===== src/rtl/wb_arbiter_if.sv =====
// Writeback arbiter bus bundle.
// Groups the main pipeline writeback, the long-latency unit issue and result
// handshake, and the register-file write port with its status outputs.
// slave  : the arbiter side.
// master : the side driving pipeline and long-latency traffic.
interface wb_arbiter_if #(
   parameter int LU_DEPTH = 4
);
   localparam int CW = $clog2(LU_DEPTH) + 1;

   // main pipeline writeback
   logic          pipe_we;
   logic [4:0]    pipe_rd_s;
   logic [31:0]   pipe_rd_v;

   // long-latency dispatch
   logic          lu_issue;
   logic [4:0]    lu_issue_rd;

   // long-latency result offer
   logic          lu_valid;
   logic [4:0]    lu_rd_s;
   logic [31:0]   lu_rd_v;
   logic          lu_ready;

   // register-file write port and status
   logic          regf_we;
   logic [4:0]    rd_s;
   logic [31:0]   rd_v;
   logic [31:0]   busy;
   logic [CW-1:0] lu_cnt;
   logic          waw_err;

   modport slave (
      input  pipe_we, pipe_rd_s, pipe_rd_v,
      input  lu_issue, lu_issue_rd,
      input  lu_valid, lu_rd_s, lu_rd_v,
      output lu_ready,
      output regf_we, rd_s, rd_v,
      output busy, lu_cnt, waw_err
   );

   modport master (
      output pipe_we, pipe_rd_s, pipe_rd_v,
      output lu_issue, lu_issue_rd,
      output lu_valid, lu_rd_s, lu_rd_v,
      input  lu_ready,
      input  regf_we, rd_s, rd_v,
      input  busy, lu_cnt, waw_err
   );
endinterface


===== src/rtl/wb_arbiter.sv =====
// Writeback arbiter.
// Merges main-pipeline writebacks and long-latency unit results onto a single
// registered register-file write port. The pipeline always wins; long-latency
// results that lose arbitration are parked in a small FIFO and drained
// oldest-first. A 32-bit scoreboard tracks registers with an outstanding
// long-latency write, and a sticky flag records pipeline writes to such
// registers (write-after-write hazard).
module wb_arbiter #(
   parameter int LU_DEPTH = 4
) (
   input  logic         clk,
   input  logic         rst,
   wb_arbiter_if.slave  bus
);
   localparam int AW = (LU_DEPTH > 1) ? $clog2(LU_DEPTH) : 1;
   localparam int CW = $clog2(LU_DEPTH) + 1;
   localparam int EW = 5 + 32;

   // which source owns the write slot this cycle
   typedef enum logic [1:0] {
      SRC_NONE = 2'd0,
      SRC_PIPE = 2'd1,
      SRC_HEAD = 2'd2,
      SRC_BYP  = 2'd3
   } src_e;

   // result buffer storage (contents need no reset; count/pointers gate use)
   logic [EW-1:0] lu_mem [LU_DEPTH];

   // buffer bookkeeping
   logic [CW-1:0] cnt_q,    cnt_d;
   logic [AW-1:0] wr_ptr_q, wr_ptr_d;
   logic [AW-1:0] rd_ptr_q, rd_ptr_d;

   // scoreboard and hazard flag
   logic [31:0]   busy_q,   busy_d;
   logic          waw_q,    waw_d;

   // registered write port
   logic          regf_we_q, regf_we_d;
   logic [4:0]    rd_s_q,    rd_s_d;
   logic [31:0]   rd_v_q,    rd_v_d;

   // selection and handshake
   src_e          src;
   logic          lu_ready;
   logic          pipe_sel;
   logic          lu_acc;
   logic          lu_keep;
   logic          buf_empty;
   logic          enq;
   logic          deq;
   logic          lu_wr;
   logic [EW-1:0] head;
   logic [4:0]    sel_rd_s;
   logic [31:0]   sel_rd_v;
   logic [31:0]   busy_set;
   logic [31:0]   busy_clr;

   // ready depends only on registered state, so no combinational path from lu_valid
   assign lu_ready  = !rst && (cnt_q != CW'(LU_DEPTH));
   assign buf_empty = (cnt_q == '0);
   assign head      = lu_mem[rd_ptr_q];

   // arbitration: pipeline, then buffer head, then direct bypass of a fresh result
   always_comb begin
      src      = SRC_NONE;
      sel_rd_s = 5'd0;
      sel_rd_v = 32'd0;
      pipe_sel = bus.pipe_we && (bus.pipe_rd_s != 5'd0);
      lu_acc   = bus.lu_valid && lu_ready;
      lu_keep  = lu_acc && (bus.lu_rd_s != 5'd0);

      if (pipe_sel) begin
         src      = SRC_PIPE;
         sel_rd_s = bus.pipe_rd_s;
         sel_rd_v = bus.pipe_rd_v;
      end else if (!buf_empty) begin
         // a non-empty buffer blocks bypass so results retire in arrival order
         src      = SRC_HEAD;
         sel_rd_s = head[EW-1:32];
         sel_rd_v = head[31:0];
      end else if (lu_keep) begin
         src      = SRC_BYP;
         sel_rd_s = bus.lu_rd_s;
         sel_rd_v = bus.lu_rd_v;
      end

      deq   = (src == SRC_HEAD);
      enq   = lu_keep && (src != SRC_BYP);
      lu_wr = (src == SRC_HEAD) || (src == SRC_BYP);
   end

   // buffer pointer and occupancy update
   always_comb begin
      wr_ptr_d = wr_ptr_q;
      rd_ptr_d = rd_ptr_q;
      cnt_d    = cnt_q;
      if (enq) begin
         wr_ptr_d = wr_ptr_q + AW'(1);
      end
      if (deq) begin
         rd_ptr_d = rd_ptr_q + AW'(1);
      end
      case ({enq, deq})
         2'b10:   cnt_d = cnt_q + CW'(1);
         2'b01:   cnt_d = cnt_q - CW'(1);
         default: cnt_d = cnt_q;
      endcase
   end

   // per-register scoreboard set/clear terms; x0 never tracked
   generate
      for (genvar gi = 0; gi < 32; gi++) begin : g_busy
         if (gi == 0) begin : g_zero
            assign busy_set[gi] = 1'b0;
            assign busy_clr[gi] = 1'b0;
         end else begin : g_reg
            assign busy_set[gi] = bus.lu_issue && (bus.lu_issue_rd == 5'(gi));
            assign busy_clr[gi] = lu_wr && (sel_rd_s == 5'(gi));
         end
      end
   endgenerate

   // scoreboard next state (set wins over clear) and hazard detection
   always_comb begin
      busy_d    = (busy_q & ~busy_clr) | busy_set;
      busy_d[0] = 1'b0;
      waw_d     = waw_q;
      if (pipe_sel && busy_q[bus.pipe_rd_s]) begin
         waw_d = 1'b1;
      end
   end

   // write port next state: one-cycle pulse of whatever won arbitration
   always_comb begin
      regf_we_d = (src != SRC_NONE);
      rd_s_d    = sel_rd_s;
      rd_v_d    = sel_rd_v;
   end

   // result buffer write
   always_ff @(posedge clk) begin
      if (enq) begin
         lu_mem[wr_ptr_q] <= {bus.lu_rd_s, bus.lu_rd_v};
      end
   end

   // state registers with synchronous reset
   always_ff @(posedge clk) begin
      if (rst) begin
         cnt_q     <= '0;
         wr_ptr_q  <= '0;
         rd_ptr_q  <= '0;
         busy_q    <= '0;
         waw_q     <= 1'b0;
         regf_we_q <= 1'b0;
         rd_s_q    <= 5'd0;
         rd_v_q    <= 32'd0;
      end else begin
         cnt_q     <= cnt_d;
         wr_ptr_q  <= wr_ptr_d;
         rd_ptr_q  <= rd_ptr_d;
         busy_q    <= busy_d;
         waw_q     <= waw_d;
         regf_we_q <= regf_we_d;
         rd_s_q    <= rd_s_d;
         rd_v_q    <= rd_v_d;
      end
   end

   assign bus.lu_ready = lu_ready;
   assign bus.regf_we  = regf_we_q;
   assign bus.rd_s     = rd_s_q;
   assign bus.rd_v     = rd_v_q;
   assign bus.busy     = busy_q;
   assign bus.lu_cnt   = cnt_q;
   assign bus.waw_err  = waw_q;
endmodule


===== src/flat_wrapper.sv =====
// flat-port wrapper written by rule: the top's interface ports become plain ports
module wb_arbiter_flat 
#(
   parameter int LU_DEPTH = 4
)
  (clk, rst, bus_pipe_we, bus_pipe_rd_s, bus_pipe_rd_v, bus_lu_issue, bus_lu_issue_rd, bus_lu_valid, bus_lu_rd_s, bus_lu_rd_v, bus_lu_ready, bus_regf_we, bus_rd_s, bus_rd_v, bus_busy, bus_lu_cnt, bus_waw_err);
  wb_arbiter_if #(.LU_DEPTH(LU_DEPTH)) bus_i ();
  input  logic clk;
  input  logic rst;
  input wire logic [$bits(bus_i.pipe_we)-1:0] bus_pipe_we;
  input wire logic [$bits(bus_i.pipe_rd_s)-1:0] bus_pipe_rd_s;
  input wire logic [$bits(bus_i.pipe_rd_v)-1:0] bus_pipe_rd_v;
  input wire logic [$bits(bus_i.lu_issue)-1:0] bus_lu_issue;
  input wire logic [$bits(bus_i.lu_issue_rd)-1:0] bus_lu_issue_rd;
  input wire logic [$bits(bus_i.lu_valid)-1:0] bus_lu_valid;
  input wire logic [$bits(bus_i.lu_rd_s)-1:0] bus_lu_rd_s;
  input wire logic [$bits(bus_i.lu_rd_v)-1:0] bus_lu_rd_v;
  output wire logic [$bits(bus_i.lu_ready)-1:0] bus_lu_ready;
  output wire logic [$bits(bus_i.regf_we)-1:0] bus_regf_we;
  output wire logic [$bits(bus_i.rd_s)-1:0] bus_rd_s;
  output wire logic [$bits(bus_i.rd_v)-1:0] bus_rd_v;
  output wire logic [$bits(bus_i.busy)-1:0] bus_busy;
  output wire logic [$bits(bus_i.lu_cnt)-1:0] bus_lu_cnt;
  output wire logic [$bits(bus_i.waw_err)-1:0] bus_waw_err;
  assign bus_i.pipe_we = bus_pipe_we;
  assign bus_i.pipe_rd_s = bus_pipe_rd_s;
  assign bus_i.pipe_rd_v = bus_pipe_rd_v;
  assign bus_i.lu_issue = bus_lu_issue;
  assign bus_i.lu_issue_rd = bus_lu_issue_rd;
  assign bus_i.lu_valid = bus_lu_valid;
  assign bus_i.lu_rd_s = bus_lu_rd_s;
  assign bus_i.lu_rd_v = bus_lu_rd_v;
  assign bus_lu_ready = bus_i.lu_ready;
  assign bus_regf_we = bus_i.regf_we;
  assign bus_rd_s = bus_i.rd_s;
  assign bus_rd_v = bus_i.rd_v;
  assign bus_busy = bus_i.busy;
  assign bus_lu_cnt = bus_i.lu_cnt;
  assign bus_waw_err = bus_i.waw_err;
  wb_arbiter #(.LU_DEPTH(LU_DEPTH)) u_core (.clk(clk), .rst(rst), .bus(bus_i));
endmodule

===== config.mk =====
export PLATFORM = sky130hd
export DESIGN_NAME = wb_arbiter_flat
export DESIGN_NICKNAME = d
export VERILOG_FILES = /design/src/rtl/wb_arbiter_if.sv /design/src/rtl/wb_arbiter.sv /design/src/flat_wrapper.sv
export SDC_FILE = /design/constraint.sdc
export NUM_CORES = 1
export LEC_CHECK = 0
export CAP_MARGIN = 20
export CORE_MARGIN = 3
export CORE_UTILIZATION = 48
export CTS_CLUSTER_DIAMETER = 30
export CTS_CLUSTER_SIZE = 14
export DETAILED_ROUTE_END_ITERATION = 7
export GPL_TIMING_DRIVEN = 0
export PLACE_DENSITY = 0.76
export SLEW_MARGIN = 20
export SYNTH_ARGS = -nofsm -noshare
export SYNTH_HDL_FRONTEND = slang
export SYNTH_SLANG_ARGS = --single-unit

===== constraint.sdc =====
create_clock -name clk -period 2.7 [get_ports clk]
set_input_delay 0.405 -clock clk [delete_from_list [all_inputs] [get_ports clk]]
set_output_delay 0.405 -clock clk [all_outputs]
set_load 0.02 [all_outputs]

==> results by group, run 1 <==
Setup path
  • Critical path buffers and inverters: 3
  • Crit path capture type: flip-flop
  • CP peak stage delay: 580 ps
  • CP Class: in -> reg
  • CP max stage cell: or4_4
  • Critical Path RT: 3140 ps
  • Cell mode on critical path: inv_1
  • Worst Path Arrival: around 3000 ps
  • Crit-path cells: clkdlybuf4s15_1, or4_4, o211ai_1, a21oi_4, inv_1, ha_2, inv_1, fa_1, xor2_1, or3_1, a21oi_1
  • Critical Path Fanout Max: 7
  • CP top delay family: simple AND/OR/NAND/NOR gates
  • Critical path startpoint category: primary input

Global route
  • Initial antenna violation count: 0
  • Gr ovfl total: 0
  • First-pass GRT wire length: 37,000 um
  • Vias in the first global route: 6,632
  • GRT Overall Usage: 23.0%
  • Largest net degree at the start of global routing: 24

Yosys
  • Async set or reset register ratio after synthesis: 0%
  • Library cells used by synthesis: 54
  • Yosys warns: 0
  • Most common flop cell mapped by yosys: edfxtp_1
  • FF+latch count, synth: ~230
  • Post-synth EDFFs: roughly 150
  • Syn Nets: just over 700
  • Sequential share of the synthesized area: 65.5%
  • Mapped Cells: between 600 and 700
  • Synth Cell Area: about 0.009 sq mm
  • Avg Cell Area, Syn: between 10 and 15 sq um

Clock network
  • CTS buffer count: 41
  • # H-tree levels: 2
  • TritonCTS clock tree: yes
  • Clk Latency, worst-skew pair: between 500 and 600 ps
  • CTS max path bufs: 3
  • CTS root buffer: clkbuf_16
  • Reg clk slew, reported paths: 50 ps
  • Clock Sinks: 227

Timing
  • Slew margin rel.: a little over half
  • Clk_skew: roughly 24 ps
  • Pins over their slew limit: 0
  • Fin crit share: 95.7%
  • Post-route setup TNS: 0 ps
  • RSZ-0062 raised after global routing: yes
  • Period minus WS final: 2580 ps
  • Max Freq: roughly 390 MHz
  • Final hold violation count: 0
  • Endpoints failing setup: 0
  • Slew @ Worst Pin: 702 ps

Pwr
  • Overall Power: 11.2 mW
  • Leak pwr: 4.30 nW
  • VDD IR-drop max: 614 uV
  • Power density over the cells: 883 mW/mm^2

Route
  • Final wirelength: 24,300 um
  • Drt wl/cell: approximately 22 um
  • Vias/cell: 5.96
  • DR vias: about 6,500
  • DRC viols: 0
  • Routed Antenna Nets: 0
  • Drt pass-1 iters: 5
  • Starting DRT DRC Count: between 400 and 500

Layout
  • Fin nets: 913
  • Fraction of layout instances using a drive strength above 1: 20.0%
  • Non-Filler Instances: 1,090
  • Finished Cell Area: ~0.013 sq mm
  • Highest-count cells in the layout ignoring fill and taps: edfxtp_1 (148), clkdlybuf4s50_1 (147), dfxtp_1 (79)
  • Commonest non-fill, non-tap cell in the layout: edfxtp_1
  • Area grow syn2layout: 38.3%
  • Inserted Diodes: 0

Die
  • Chip width: 144 um
  • DIE HEIGHT: around 140 um
  • Die area: 0.0209 sq mm
  • Core footprint: 0.0188 sq mm
  • Std-Cell Rows: 50
  • IO Count: 159
  • Initial core utilization: 49.0%

Worst hold path
  • HP Class: in -> reg

Placed design
  • Placed cell count: 1,011
  • DP HPWL: approximately 16,000 um
  • Port Buffer Count: ~150
  • Post-DP Area: ~0.011 sq mm
  • GP Congestion: between 0.8 and 0.9

Run status
  • Outcome: completed

Run
  • Max-Cap Viols: 0
## per-layer routing
metal	vias up	GRT usage (%)	wire length, um
met2	294	37.8	11900
met1	3250	30.3	9890
li1	2894	-	-
met5	-	0	0
met4	0	7.51	597
met3	57	5.69	1870
## where the power goes
part / leakage [nW] / switching [mW] / internal, mW
Combinational: 1.62 / 1.13 / 0.853
Sequential: 1.98 / 0.0768 / 3.90
Clock: 0.694 / 1.72 / 3.56
## logic make-up (layout without fill, tap and decap cells)
family          Yosys count  in the layout  synth area share (%)
compound gates           92             92                  8.72
xor+xnor                  5              5                 0.476
buf+inv                  81            317                  3.78
fa+ha+maj                 6              6                 0.897
simple gates            156            156                  8.66
flops                   227            227                  65.5
other cells               1              1                0.0408
mux                      52             52                  11.9
## Yosys cell counts (4+ instances only)
library cell / n / area (sq um)
buf_2: 8 / 40.0
nand3_1: 7 / 35.0
nor2_1: 48 / 180
and2_1: 4 / 25.0
a221oi_1: 32 / 280
o32ai_1: 23 / 201
nor2b_1: 4 / 25.0
dfxtp_1: 79 / 1580
nand2_1: 11 / 41.3
o2bb2ai_1: 6 / 52.6
a41oi_1: 8 / 70.1
clkbuf_1: 27 / 101
ha_1: 5 / 62.6
edfxtp_1: 148 / 4440
mux2i_1: 4 / 40.0
buf_6: 4 / 45.0
inv_1: 31 / 116
nand4_1: 5 / 31.3
buf_1: 10 / 37.5
nor4_1: 23 / 144
nor3_1: 35 / 175
mux4_2: 46 / 1040
## final timing paths
check                        from              endpoint  slack (ps)  depth (start not counted)
max                bus_lu_rd_s[1]  u_core.bus.lu_cnt[2]         120                         11
min reg2reg   u_core.bus.busy[23]   u_core.bus.busy[23]         490                          1
max reg2reg  u_core.bus.lu_cnt[2]  u_core.bus.lu_cnt[2]         160                         10
min                bus_lu_rd_s[3]  u_core.lu_mem[1][35]         260                          1
## flip-flops by register name (all words and copies together), names as in the netlist, named ones only
signal	count
u_core.lu_mem	148
u_core.bus.rd_v	32
u_core.bus.busy	31
u_core.bus.rd_s	5
u_core.bus.lu_cnt	3
u_core.rd_ptr_q	2
u_core.wr_ptr_q	2
u_core.bus.regf_we	1
u_core.bus.waw_err	1
## timing repair
item                                    4_1_cts  5_1_grt
buffers inserted                              1        4
pin swaps                                     1        3
endpoints found under the setup margin       13       47
hold buffers                                  0        0
resized for setup                             9       29
## final cells by class
| type | count | area [sq um] |
|---|---|---|
| fillers | 1263 | 6050 |
| repair buffers | 162 | 1680 |
| multi-input cells | 312 | 2920 |
| inverters | 31 | 116 |
| clock buffers | 48 | 1130 |
| well taps | 234 | 293 |
| clock inverters | 28 | 319 |
| plain buffers | 48 | 249 |
| flip-flops and latches | 227 | 6030 |
## through the flow
step	utilization, %	setup WS [ps]	hold slack (ps)
after floorplan	-	24.6	485
after global routing	67.8	-21.1	272
after global placement	58.8	-1160	470
final	67.8	115	264
after CTS	67.2	-117	294
after detailed placement	59.3	-914	486
(Power assumes the default switching activity.)
==> run 2, diff against run 1 <==
--- a/config.mk
+++ b/config.mk
@@ -11,7 +11,6 @@
 export CTS_CLUSTER_DIAMETER = 30
 export CTS_CLUSTER_SIZE = 14
 export DETAILED_ROUTE_END_ITERATION = 7
-export GPL_TIMING_DRIVEN = 0
 export PLACE_DENSITY = 0.76
 export SLEW_MARGIN = 20
 export SYNTH_ARGS = -nofsm -noshare
==> run 2 against run 1 <==
Net effect:
- clock power is 11% lower
- largest cell class unchanged
- global-route usage about the same
- critical endpoint unchanged
- die area did not move
==> results by group, run 2 (synthesized netlist as in run 1, its figures left out) <==
Layout
  • Largest Register: u_core.lu_mem
  • Fraction of layout instances using a drive strength above 1: 22.7% (+2.7 points)
  • Area grow syn2layout: 38.3% (about the same)
  • Largest register FFs: 148 (unchanged)
  • Commonest non-fill, non-tap cell in the layout: clkdlybuf4s50_1
  • Fill cells: 1,219 (-3.5%)
  • Fin nets: 914 (+0.11%)
  • Inserted Diodes: 0 (unchanged)
  • Highest-count cells in the layout ignoring fill and taps: clkdlybuf4s50_1 (156), edfxtp_1 (148), dfxtp_1 (77)
  • Finished Cell Area: 0.0127 sq mm (about the same)
  • Non-Filler Instances: 1,090 (unchanged)

Route
  • Drt wl/cell: 21.8 um (-2.2%)
  • Drt pass-1 iters: 4 (-1)
  • Vias/cell: 5.89 (-1.2%)
  • Starting DRT DRC Count: 511 (+11%)
  • DR vias: 6,417 (-1.2%)
  • Final wirelength: 23,700 um (-2.2%)
  • Routed Antenna Nets: 0 (unchanged)
  • DRC viols: 0 (unchanged)

Setup path
  • Critical Path Fanout Max: 2 (-5)
  • Critical Path RT: 3130 ps (about the same)
  • Reg2reg end: u_core.bus.lu_cnt[2]
  • Critical R2R Launch: u_core.bus.lu_cnt[2]
  • Crit path capture type: flip-flop
  • Worst Reg-to-Reg Cells: 10 (unchanged)
  • CP Class: in -> reg
  • Worst R2R Setup Slack: 120 ps (-40 ps)
  • Critical path startpoint category: primary input
  • Worst Path Arrival: 3070 ps (+50 ps)

Timing
  • Post-route setup TNS: 0 ps (unchanged)
  • Fin crit share: 97.7% (+2.0 points)
  • Pins over their slew limit: 0 (unchanged)
  • Clk_skew: 12.3 ps (-11.4 ps)
  • Max Freq: 379 MHz (-2.1%)
  • Final hold violation count: 0 (unchanged)
  • Endpoints failing setup: 0 (unchanged)
  • Period minus WS final: 2640 ps (+54.5 ps)
  • PnR worst setup slack: 60.9 ps (-54.5 ps)

Global route
  • Vias in the first global route: 6,859 (+3.4%)
  • GRT Overall Usage: 23.0% (about the same)
  • First-pass GRT wire length: 37,000 um (+0.11%)
  • Gr ovfl total: 0 (unchanged)
  • Initial antenna violation count: 0 (unchanged)
  • Largest net degree at the start of global routing: 40 (+67%)

Clock network
  • CTS buffer count: 40 (-2.4%)
  • Clock Sinks: 227 (unchanged)
  • Hold_buf cts: 0 (unchanged)
  • # H-tree levels: 2 (unchanged)
  • TritonCTS clock tree: yes
  • Reg clk slew, reported paths: 60 ps (about the same)
  • Clk Latency, worst-skew pair: 510 ps (about the same)
  • CTS root buffer: clkbuf_16
  • CTS max path bufs: 3 (unchanged)

Die
  • Core footprint: 0.0188 sq mm (unchanged)
  • Chip width: 144 um (unchanged)
  • Initial core utilization: 49.0% (unchanged)
  • IO Count: 159 (unchanged)
  • DIE HEIGHT: 144 um (unchanged)
  • Std-Cell Rows: 50 (unchanged)
  • Die area: 0.0209 sq mm (unchanged)

Placed design
  • GP Congestion: 0.890 (+8.1%)
  • Place WS: -468 ps (+446 ps)
  • Placed cell count: 1,014 (+0.30%)
  • DP HPWL: 15,500 um (-4.6%)
  • Post-DP Area: 0.0114 sq mm (+2.5%)
  • Port Buffer Count: 157 (+2.6%)

Worst hold path
  • Worst hold endpoint: u_core.bus.rd_v[11]
  • Hold Path Depth: 3 (+2)
  • HP Class: in -> reg
  • Hold Crit Start: bus_pipe_rd_v[11]

Run status
  • Outcome: completed

Run
  • Max-Cap Viols: 0 (unchanged)

Pwr
  • VDD IR-drop max: 530 uV (-14%)
  • Overall Power: 10.7 mW (-4.4%)
  • Power density over the cells: 844 mW/mm^2 (-4.4%)
  • Leak pwr: 4.30 nW (+0.21%)
[run 2: changes by cell type in the layout (fill, tap and decap cells not counted), sizes merged]
cell / change
buf: +25
bufinv: -5
clkbuf: -25
clkdlybuf4s15: -3
clkdlybuf4s50: +9
clkinv: +2
clkinvlp: -1
dlymetal6s2s: -5
inv: +3
[run 2: how the worst max path moves through the flow]
stage | from | end | slack (ps) | depth (start not counted)
finish | bus_lu_rd_s[3] | u_core.bus.lu_cnt[2] | 60 | 11
floorplan | bus_pipe_rd_s[1] | u_core.bus.lu_cnt[2] | 20 | 11
global route | bus_lu_rd_s[3] | u_core.bus.lu_cnt[2] | -20 | 11
global placement | bus_lu_rd_s[1] | u_core.bus.lu_cnt[2] | -370 | 11
detailed placement | bus_lu_rd_s[1] | u_core.bus.lu_cnt[2] | -470 | 11
CTS | bus_lu_rd_s[1] | u_core.bus.lu_cnt[2] | 40 | 11
[run 2: cell type report]
cell class	instances	area (sq um)	share of cell area [%]
Sequential cell	227	6030	47.4
Multi-Input combinational cell	312	2870	22.5
Timing Repair Buffer	212	2140	16.8
Clock buffer	47	1080	8.48
Tap cell	234	293	2.30
Clock inverter	27	203	1.59
Inverter	31	116	0.914
[run 2: timing repair]
item / in CTS / in global routing
setup endpoints to repair: 0 / 1
resized for setup: 0 / 4
setup buffers: 0 / 2
[run 2: report_power, final]
| part | total [mW] | internal, mW | leakage (nW) | switching [mW] |
|---|---|---|---|---|
| clock | 4.68 | 2.98 | 0.626 | 1.70 |
| sequential | 3.99 | 3.90 | 1.99 | 0.0891 |
| combinational | 2.08 | 0.949 | 1.69 | 1.13 |
| total | 10.7 | 7.83 | 4.30 | 2.92 |
[run 2: metal layers]
| metal | vias up | part of all wire (%) | GRT usage [%] |
|---|---|---|---|
| li1 | 2887 | - | - |
| met1 | 3155 | 39 | 28.9 |
| met2 | 326 | 50 | 39.1 |
| met3 | 49 | 8.9 | 5.95 |
| met4 | 0 | 2.4 | 7.61 |
| met5 | - | 0 | 0 |
[run 2: stage by stage]
step | hold WS [ps] | utilization (%)
after CTS | 466 | 67.7
after floorplan | 485 | -
after global routing | 470 | 67.8
final | 477 | 67.8
after global placement | 481 | 60.8
after detailed placement | 485 | 60.8
[run 2: critical path: stages]
cell and delay, ps:
clkdlybuf4s50_1 420, or4_4 550, o211ai_1 330, a21oi_2 60, inv_1 80, ha_2 170, inv_1 50, fa_2 330
xor2_1 150, or3_1 390, a21oi_2 130
